$ cat src/rtl/sync_edge_event.sv
// sync_edge_event
//   Detects edges on an already-synchronized level, emits a registered
//   single-cycle pulse per edge, and counts pending events for a
//   valid/ready consumer. The counter saturates at 2^PEND_W-1.
//
// Parameters
//   EDGE_MODE  0 rising, 1 falling, 2 both (anything else fails elaboration)
//   PEND_W     pending-counter width, 1..8
//
// Ports
//   i_clk         clock, all state on rising edge
//   i_rst_n       asynchronous active-low reset
//   i_sig         input level (already in i_clk domain)
//   i_en          edge detection enable (does not gate draining)
//   i_ready       consumer accepts one event when high with o_valid
//   i_clr_ovf     synchronous clear of o_overflow
//   o_edge_pulse  one-cycle pulse per detected edge
//   o_valid       at least one event pending
//   o_pending     number of pending events
//   o_overflow    sticky drop flag
//
// Build option
//   SYNC_EDGE_EVENT_OVF_EN  defined: sticky overflow flag is built.
//                           undefined: o_overflow tied 0, i_clr_ovf ignored.
module sync_edge_event #(
  parameter int EDGE_MODE = 0,
  parameter int PEND_W    = 4
) (
  input  logic              i_clk,
  input  logic              i_rst_n,
  input  logic              i_sig,
  input  logic              i_en,
  input  logic              i_ready,
  input  logic              i_clr_ovf,
  output logic              o_edge_pulse,
  output logic              o_valid,
  output logic [PEND_W-1:0] o_pending,
  output logic              o_overflow
);

  generate
    if (EDGE_MODE < 0 || EDGE_MODE > 2) begin : g_bad_mode
      $error("sync_edge_event: EDGE_MODE must be 0, 1 or 2");
    end
    if (PEND_W < 1 || PEND_W > 8) begin : g_bad_width
      $error("sync_edge_event: PEND_W must be in 1..8");
    end
  endgenerate

  localparam logic [PEND_W-1:0] PEND_MAX = '1;

  typedef enum logic {ARM, RUN} state_t;

  state_t state;
  logic   r_prev;
  logic   rise, fall, edge_sel;
  logic   inc, acc, cnt_full, drop;

  always_comb begin
    rise     = i_sig & ~r_prev;
    fall     = ~i_sig & r_prev;
    edge_sel = (EDGE_MODE == 0) ? rise :
               (EDGE_MODE == 1) ? fall : (rise | fall);
  end

  // ARM spends exactly one cycle seeding r_prev from the live level so the
  // level present at reset release is never reported as an edge.
  always_ff @(posedge i_clk or negedge i_rst_n) begin
    if (!i_rst_n) begin
      state        <= ARM;
      r_prev       <= 1'b0;
      o_edge_pulse <= 1'b0;
    end else begin
      case (state)
        ARM: begin
          r_prev       <= i_sig;
          o_edge_pulse <= 1'b0;
          state        <= RUN;
        end
        RUN: begin
          // r_prev tracks the level even while disabled, so re-enabling
          // never produces a stale edge.
          r_prev       <= i_sig;
          o_edge_pulse <= edge_sel & i_en;
        end
        default: begin
          r_prev       <= 1'b0;
          o_edge_pulse <= 1'b0;
          state        <= ARM;
        end
      endcase
    end
  end

  assign o_valid  = |o_pending;
  assign inc      = o_edge_pulse;
  assign acc      = o_valid & i_ready;
  assign cnt_full = (o_pending == PEND_MAX);
  // A simultaneous accept frees a slot, so a full counter only drops when
  // nothing is being drained that cycle.
  assign drop     = inc & ~acc & cnt_full;

  always_ff @(posedge i_clk or negedge i_rst_n) begin
    if (!i_rst_n) begin
      o_pending <= '0;
    end else if (inc && !acc && !cnt_full) begin
      o_pending <= o_pending + 1'b1;
    end else if (acc && !inc) begin
      o_pending <= o_pending - 1'b1;
    end
  end

`ifdef SYNC_EDGE_EVENT_OVF_EN
  // Set has priority over clear so a drop in the clearing cycle is kept.
  always_ff @(posedge i_clk or negedge i_rst_n) begin
    if (!i_rst_n)       o_overflow <= 1'b0;
    else if (drop)      o_overflow <= 1'b1;
    else if (i_clr_ovf) o_overflow <= 1'b0;
  end
`else
  logic unused_ovf;
  assign unused_ovf = i_clr_ovf ^ drop;
  assign o_overflow = 1'b0;
`endif

endmodule

$ cat config.mk
export PLATFORM = sky130hd
export DESIGN_NAME = sync_edge_event
export DESIGN_NICKNAME = d
export VERILOG_FILES = /design/src/rtl/sync_edge_event.sv
export SDC_FILE = /design/constraint.sdc
export NUM_CORES = 1
export LEC_CHECK = 0
export CAP_MARGIN = 30
export CELL_PAD_IN_SITES_DETAIL_PLACEMENT = 2
export CELL_PAD_IN_SITES_GLOBAL_PLACEMENT = 2
export CORE_AREA = 2 2 41 43
export CTS_CLUSTER_SIZE = 16
export DETAILED_ROUTE_END_ITERATION = 16
export DIE_AREA = 0 0 43 45
export MAX_ROUTING_LAYER = met4
export PLACE_DENSITY_LB_ADDON = 0.1
export SYNTH_ARGS = -nofsm -noshare
export SYNTH_HDL_FRONTEND = slang
export SYNTH_SLANG_ARGS = --single-unit
$ cat constraint.sdc
create_clock -name i_clk -period 3.4 [get_ports i_clk]
set_clock_uncertainty 0.05 [all_clocks]
set_input_delay 0.68 -clock i_clk [delete_from_list [all_inputs] [get_ports i_clk]]
set_output_delay 0.68 -clock i_clk [all_outputs]
set_load 0.005 [all_outputs]
Word level (Yosys, flattened, before mapping) --
Cells that the tools add are included.
Word-level totals: register bits after elaboration 7, output and inout bits 7, logic and storage cells 23
Operators by class: add/sub/neg operators 2, eq/ne operators 1, multiplexer cells 3, bitwise gates (word level) 5, reductions and logical operators 8
Operators with widths (count):
- $mux W4 | 2
- $add A4 B1 Y4 const B | 1
- $eq A4 B4 Y1 const B | 1
- $reduce_or A4 Y1 | 1
- $sub A4 B1 Y4 const B | 1
- $and A1 B1 Y1 | 3
- $logic_and A1 B1 Y1 | 3
- $logic_not A1 Y1 | 3
- $not A1 Y1 | 2
- $pmux W1 S2 | 1
- $reduce_bool A2 Y1 | 1

Logic depth before layout (Yosys ltp) --
Gate-level depths: netlist of the first run.
depth in word-level cells 6, gate-level depth with buffers 7, gate-level depth less buffers 7

Worst setup path before layout of the first run --
Ideal clock, no wire load.
path type input port to flip-flop, start input port i_ready, end register o_pending[3], setup time 0.079 ns, arrival time 2.102 ns, required time 3.271 ns, path slack 1.169 ns, cell stages on the path 7, buffers on the path 0, cell sequence a41oi_1 -> o21ai_0 -> ha_1 -> a21o_2 -> a21oi_1 -> mux2i_1 -> xor2_1
On the way: cells in the longest elaborated chain, start to end 5
RTL lines:
- from (decl) | RTL line 33 | input logic i_ready,
- $and A1 B1 Y1 (*) | RTL line 97 | assign acc = o_valid & i_ready;
- $logic_not A1 Y1 | RTL line 106 | end else if (inc && !acc && !cnt_full) begin
- $logic_and A1 B1 Y1 (2 in series) | RTL line 106
- $mux W4 / $reduce_bool A2 Y1 (equally long branches)
- to (signal assigned) | RTL line 107 | o_pending <= o_pending + 1'b1;
- to (signal assigned) | RTL line 109 | o_pending <= o_pending - 1'b1;
- to (decl) | RTL line 37 | output logic [PEND_W-1:0] o_pending,
Mark *: on every way between the ends. The rest lies on a longest branch, timed or not. A chain may end at the register's enable or synchronous reset.

Final worst setup path of the first run --
Same ends and word-level chain as after synthesis.

==> results_dict.tcl, run 1 <==
set metrics [dict create \
    pin_count 13 \
    cp-start-kind "input port" \
    final_common_cell "clkdlybuf4s50_1" \
    die_x_um 43 \
    cp_data_required_time_ns 3.51 \
    fin_nets 58 \
    cts_max_path_buffers 2 \
    portBuffers 10 \
    drtAntennaViolNets 0 \
    seq_area_um2 175.2 \
    grt_start_max_net_pins 9 \
    firstDrtPassIters 1 \
    cts_root_buf "clkbuf_4" \
    crit_chain "clkdlybuf4s50_1 > a41oi_1 > o21ai_0 > ha_1 > a21o_2 > a21oi_1 > mux2i_1 > xor2_1" \
    vias 309 \
    crit_family "compound AO/OA/AOI/OAI gates" \
    yosysWarnings 0 \
    cts_setup_buffers 0 \
    ir_drop_uv 363.5 \
    path_clk_slew_ns 0.05 \
    clock_sinks 7 \
    postSynthCellCount 34 \
    ys_ff_latch 7 \
    tns_ns 0 \
    hold_class "flop to flop" \
    wl_um 847 \
    cp.arrival_ns 2.66 \
    path_class "input port to flop" \
    area_delta_synth_final_pct 36.68 \
    worst-path-max-fanout 5 \
    ys_seq_area_share_pct 43.89 \
    grt_overflow 0 \
    clock.fmax_mhz 391.8 \
    cp.buffers_inverters 1 \
    drv_cap 0 \
    ctsHtreeMaxLevel 1 \
    drc 0 \
    p_per_area_nw_per_um2 783.1 \
    rsz0062_at_grt "no" \
    setup_violations 0 \
    min_period_ns 2.552 \
    maxSlewViolCount 0 \
    multi_input_area_um2 212.7 \
    syn_area_per_cell_um2 11.74 \
    routed-wl-met2_um 432 \
    fill_cells 170 \
    mostFrequentLayoutCells "10 x clkdlybuf4s50_1, 7 x dfrtp_1, 3 x xor2_1, 3 x clkbuf_4" \
    num_rows 14 \
    syn_area_um2 399.1 \
    grt_pass1_wl_um 1428 \
    whs_ns 0.4712 \
    synth_mux_area_share_pct 8.150 \
    total_power_mw 0.4272 \
    synth_top_family_by_area "compound AO/OA/AOI/OAI gates" \
    p_leak_nw 0.2260 \
    holdBufCountCts 0 \
    clock_latency_ns 0.24 \
    synthSimpleGateAreaFrac_pct 11.91 \
    avgViaCountPerCell 4.828 \
    synth_nets 43 \
    routed.top_layer "met4" \
    die_h_um 45 \
    drtIter0Drc 0 \
    synth_adder_area_share_pct 11.29 \
    hold_viol_final 0 \
    drt-met1-wl_um 357 \
    antenna_cells 0 \
    cts_tree "yes" \
    routedWlPerCell_um 13.23 \
    crit_path_end_kind "flop" \
    ctsResizeCount 0 \
    status "completed" \
    wl_met3_um 48 \
    routabilityCongestion 0.7162 \
    grtUsageTotal_pct 10.31 \
    antenna_found_initial 0 \
    initial_utilization_pct 27.13 \
    synth_cell_types 22 \
    grt_pass1_vias 342 \
    max_stage_delay_ns 0.57 \
    drive_above_1_share_pct 18.75 \
    numCtsBuffers 3 \
    timing.final.crit_share_pct 75.06 \
    synth-compound-area-share_pct 13.48 \
    core_area_um2 1471 \
    dieArea_um2 1935 \
    slowest_stage "clkdlybuf4s50_1" \
    synthXorXnorAreaFrac_pct 6.583 \
]
[power by group]
part | switching, mW | total [mW] | internal (mW) | leakage, nW
Combinational | 0.0701 | 0.186 | 0.116 | 0.127
Sequential | 0.0597 | 0.171 | 0.111 | 0.0838
Clock | 0.0257 | 0.0702 | 0.0445 | 0.0150
[flip-flops by register name (all words and copies together) (netlist names)]
register	count
o_edge_pulse	1
o_pending	4
r_prev	1
state	1
[final timing paths]
check	startpoint	to	slack [ns]	cells past startpoint
setup reg to reg	o_pending[1]	o_pending[3]	1.14	7
max in group asynchronous	i_rst_n	o_pending[0]	2.42	1
setup / recovery	i_ready	o_pending[3]	0.85	8
hold reg to reg	state	o_edge_pulse	0.47	1
hold / removal	state	o_edge_pulse	0.47	1
min in group asynchronous	i_rst_n	o_pending[3]	0.65	1
[cells by family after synthesis]
kind of cell	count (synthesis)
other cells	2
mux	3
fa+ha+maj	3
compound gates	7
buf+inv	2
simple gates	7
xor+xnor	3
flops	7
[area by class of cell]
cell class / instances / share of cell area (%)
Timing Repair Buffer: 11 / 19.72
Multi-Input combinational cell: 25 / 38.99
Clock buffer: 4 / 4.817
Inverter: 1 / 0.6881
Tap cell: 16 / 3.670
Sequential cell: 7 / 32.11
[synth_stat cells]
| master | instances | area (um^2) |
|---|---|---|
| a21oi_2 | 1 | 8.760 |
| nand3b_1 | 1 | 7.510 |
| a211oi_2 | 1 | 12.51 |
| conb_1 | 2 | 7.510 |
| ha_1 | 2 | 25.02 |
| nor4_2 | 1 | 12.51 |
| xor2_1 | 3 | 26.28 |
| nand2_1 | 1 | 3.750 |
| buf_4 | 1 | 7.510 |
| nor2_1 | 1 | 3.750 |
| dfrtp_1 | 7 | 175.2 |
| a41oi_1 | 1 | 8.760 |
| mux2i_1 | 1 | 10.01 |
| nor3_1 | 1 | 5.000 |
| nand3_1 | 1 | 5.000 |
| fa_1 | 1 | 20.02 |
| and4b_1 | 1 | 10.01 |
| inv_2 | 1 | 3.750 |
| o21ai_0 | 2 | 10.01 |
| a21o_2 | 1 | 8.760 |
| mux2_1 | 2 | 22.52 |
| a21oi_1 | 1 | 5.000 |
[per-stage QoR]
step	util (%)	cells	instance area, um^2	setup slack [ns]
floorplan	-	34	399.1	1.169
global placement	35.29	60	519.2	0.6282
detailed placement	35.29	60	519.2	0.5833
CTS	37.07	64	545.5	0.8058
global route	37.07	64	545.5	0.6207
finish	37.07	64	545.5	0.8479
[per-layer routing]
metal	up-vias	track usage (%)
li1	146	-
met3	2	1.600
met4	0	5.455
met5	-	-
met1	152	11.53
met2	9	17.88
No activity file was read; power rests on OpenSTA's default activity.
==> run 2: changes to the inputs <==
--- a/config.mk
+++ b/config.mk
@@ -8,10 +8,10 @@
 export CAP_MARGIN = 30
 export CELL_PAD_IN_SITES_DETAIL_PLACEMENT = 2
 export CELL_PAD_IN_SITES_GLOBAL_PLACEMENT = 2
-export CORE_AREA = 2 2 41 43
+export CORE_AREA = 2 2 45 47
 export CTS_CLUSTER_SIZE = 16
 export DETAILED_ROUTE_END_ITERATION = 16
-export DIE_AREA = 0 0 43 45
+export DIE_AREA = 0 0 47 49
 export MAX_ROUTING_LAYER = met4
 export PLACE_DENSITY_LB_ADDON = 0.1
 export SYNTH_ARGS = -nofsm -noshare
==> constraint.sdc (replaced) <==
create_clock -name i_clk -period 2.2 [get_ports i_clk]
set_clock_uncertainty 0.05 [all_clocks]
set_input_delay 0.44 -clock i_clk [delete_from_list [all_inputs] [get_ports i_clk]]
set_output_delay 0.44 -clock i_clk [all_outputs]
set_load 0.005 [all_outputs]
==> run 2 against run 1 <==
Compared with the run above:
- critical path depth decreased by 4
- power increased by 75%
- flip-flop and latch count unchanged
- global-route usage decreased by 0.23 points
- largest cell class unchanged
- highest routed layer unchanged
==> results_dict.tcl, run 2 (same netlist as run 1, synthesis figures left out) <==
set metrics [dict create \
    largest_register_ffs 4 \
    place_inst 75 \
    slowest_stage "dfrtp_2" \
    initial_utilization_pct 21.67 \
    crit_family "buffers and inverters" \
    vias 341 \
    path_clk_slew_ns 0.05 \
    holdBufCountCts 0 \
    cts_root_buf "clkbuf_4" \
    ctsHtreeMaxLevel 1 \
    cp-start-kind "flop" \
    postPlaceCellArea_um2 563.0 \
    timing.final.crit_share_pct 97.53 \
    stdcell_area_um2 618.1 \
    drtAntennaViolNets 0 \
    instances_no_fill 79 \
    worst-path-stages 4 \
    area_delta_synth_final_pct 54.86 \
    reg2reg_from "o_pending[1]" \
    numCtsBuffers 3 \
    max_stage_delay_ns 0.45 \
    setup.worst_path.start "o_pending[1]" \
    wl_um 947 \
    status "completed" \
    ir_drop_uv 502.0 \
    num_rows 16 \
    hold_viol_final 0 \
    portBuffers 10 \
    r2r_slack_ns 0.16 \
    worst-path-max-fanout 4 \
    setup_violations 0 \
    drive_above_1_share_pct 34.62 \
    drtIter0Drc 1 \
    fin_nets 62 \
    grt_pass1_wl_um 1580 \
    cp_data_required_time_ns 1.71 \
    min_period_ns 2.146 \
    crit_path_end_kind "output port" \
    pin_count 13 \
    crit_chain "nor4_4 > buf_4 > inv_2 > clkdlybuf4s50_1" \
    hold_class "input port to asynchronous set/reset pin" \
    maxSlewViolCount 0 \
    die_x_um 47 \
    drv_cap 0 \
    clock_sinks 7 \
    clock.fmax_mhz 466.1 \
    grt_overflow 0 \
    reg2reg_to "o_pending[3]" \
    cts_tree "yes" \
    clock_latency_ns 0.25 \
    largest_register "o_pending" \
    firstDrtPassIters 2 \
    drc 0 \
    hpwl_um 792.9 \
    grt_start_max_net_pins 8 \
    cts_max_path_buffers 2 \
    final_common_cell "clkdlybuf4s50_1" \
    antenna_cells 0 \
    routedWlPerCell_um 11.99 \
    die_h_um 49 \
    cp.buffers_inverters 3 \
    routabilityCongestion 0.6923 \
    reg2reg_depth 7 \
    avgViaCountPerCell 4.316 \
    p_leak_nw 0.2554 \
    p_per_area_nw_per_um2 1209 \
    grtUsageTotal_pct 10.09 \
    path_class "flop to output port" \
    cp.arrival_ns 1.66 \
    mostFrequentLayoutCells "9 x clkdlybuf4s50_1, 5 x dfrtp_1, 5 x buf_4" \
    whs_ns 0.3846 \
    grt_pass1_vias 355 \
    antenna_found_initial 0 \
    dieArea_um2 2303 \
    core_area_um2 1842 \
]
## run 2: how the worst max path moves through the flow
stage                    to  slack (ns)
2_1_floorplan  o_pending[3]        0.04
6_report            o_valid        0.05
3_5_place_dp   o_pending[3]       -0.31
3_3_place_gp   o_pending[3]       -0.31
5_1_grt             o_valid       -0.02
4_1_cts        o_pending[3]       0.006
## run 2: power by group
group          total (mW)  switching [mW]  internal, mW  leakage (nW)
registers           0.264          0.0881         0.176        0.0818
logic               0.366           0.147         0.219         0.159
clock network       0.117          0.0481        0.0693        0.0150
total               0.747           0.283         0.464         0.255
## run 2: final cells by class
cell class                 instances  area, um^2
tap                               27       33.78
fill                             209        1224
sequential                         7       177.7
multi-input combinational         25       236.5
timing repair buffer              15       140.1
inverter                           1       3.754
clock buffer                       4       26.28
## run 2: what timing repair did
action | in CTS | in global routing
pin swaps | 0 | 0
resized for setup | 1 | 7
setup buffers | 0 | 0
setup endpoints to repair | 1 | 2
## run 2: metrics by stage
| step | setup TNS (ns) | util [%] | worst slack, ns | power (mW) |
|---|---|---|---|---|
| after floorplan | 0 | - | 0.03529 | 0.4074 |
| after global placement | -0.5711 | 30.57 | -0.3054 | 0.5804 |
| after detailed placement | -0.6831 | 30.57 | -0.3132 | 0.5984 |
| after CTS | 0 | 32.00 | 0.006136 | 0.7272 |
| after global routing | -0.02123 | 33.56 | -0.02123 | 0.8169 |
| final | 0 | 33.56 | 0.05435 | 0.7472 |
## run 2: routing by layer
metal  vias to the layer above  part of all wire, %  track usage (%)
met5                         -                    0                -
met4                         0                  1.5            6.944
met3                         2                  4.4            1.481
met2                        11                   51            13.93
met1                       173                   43            13.13
li1                        155                    -                -
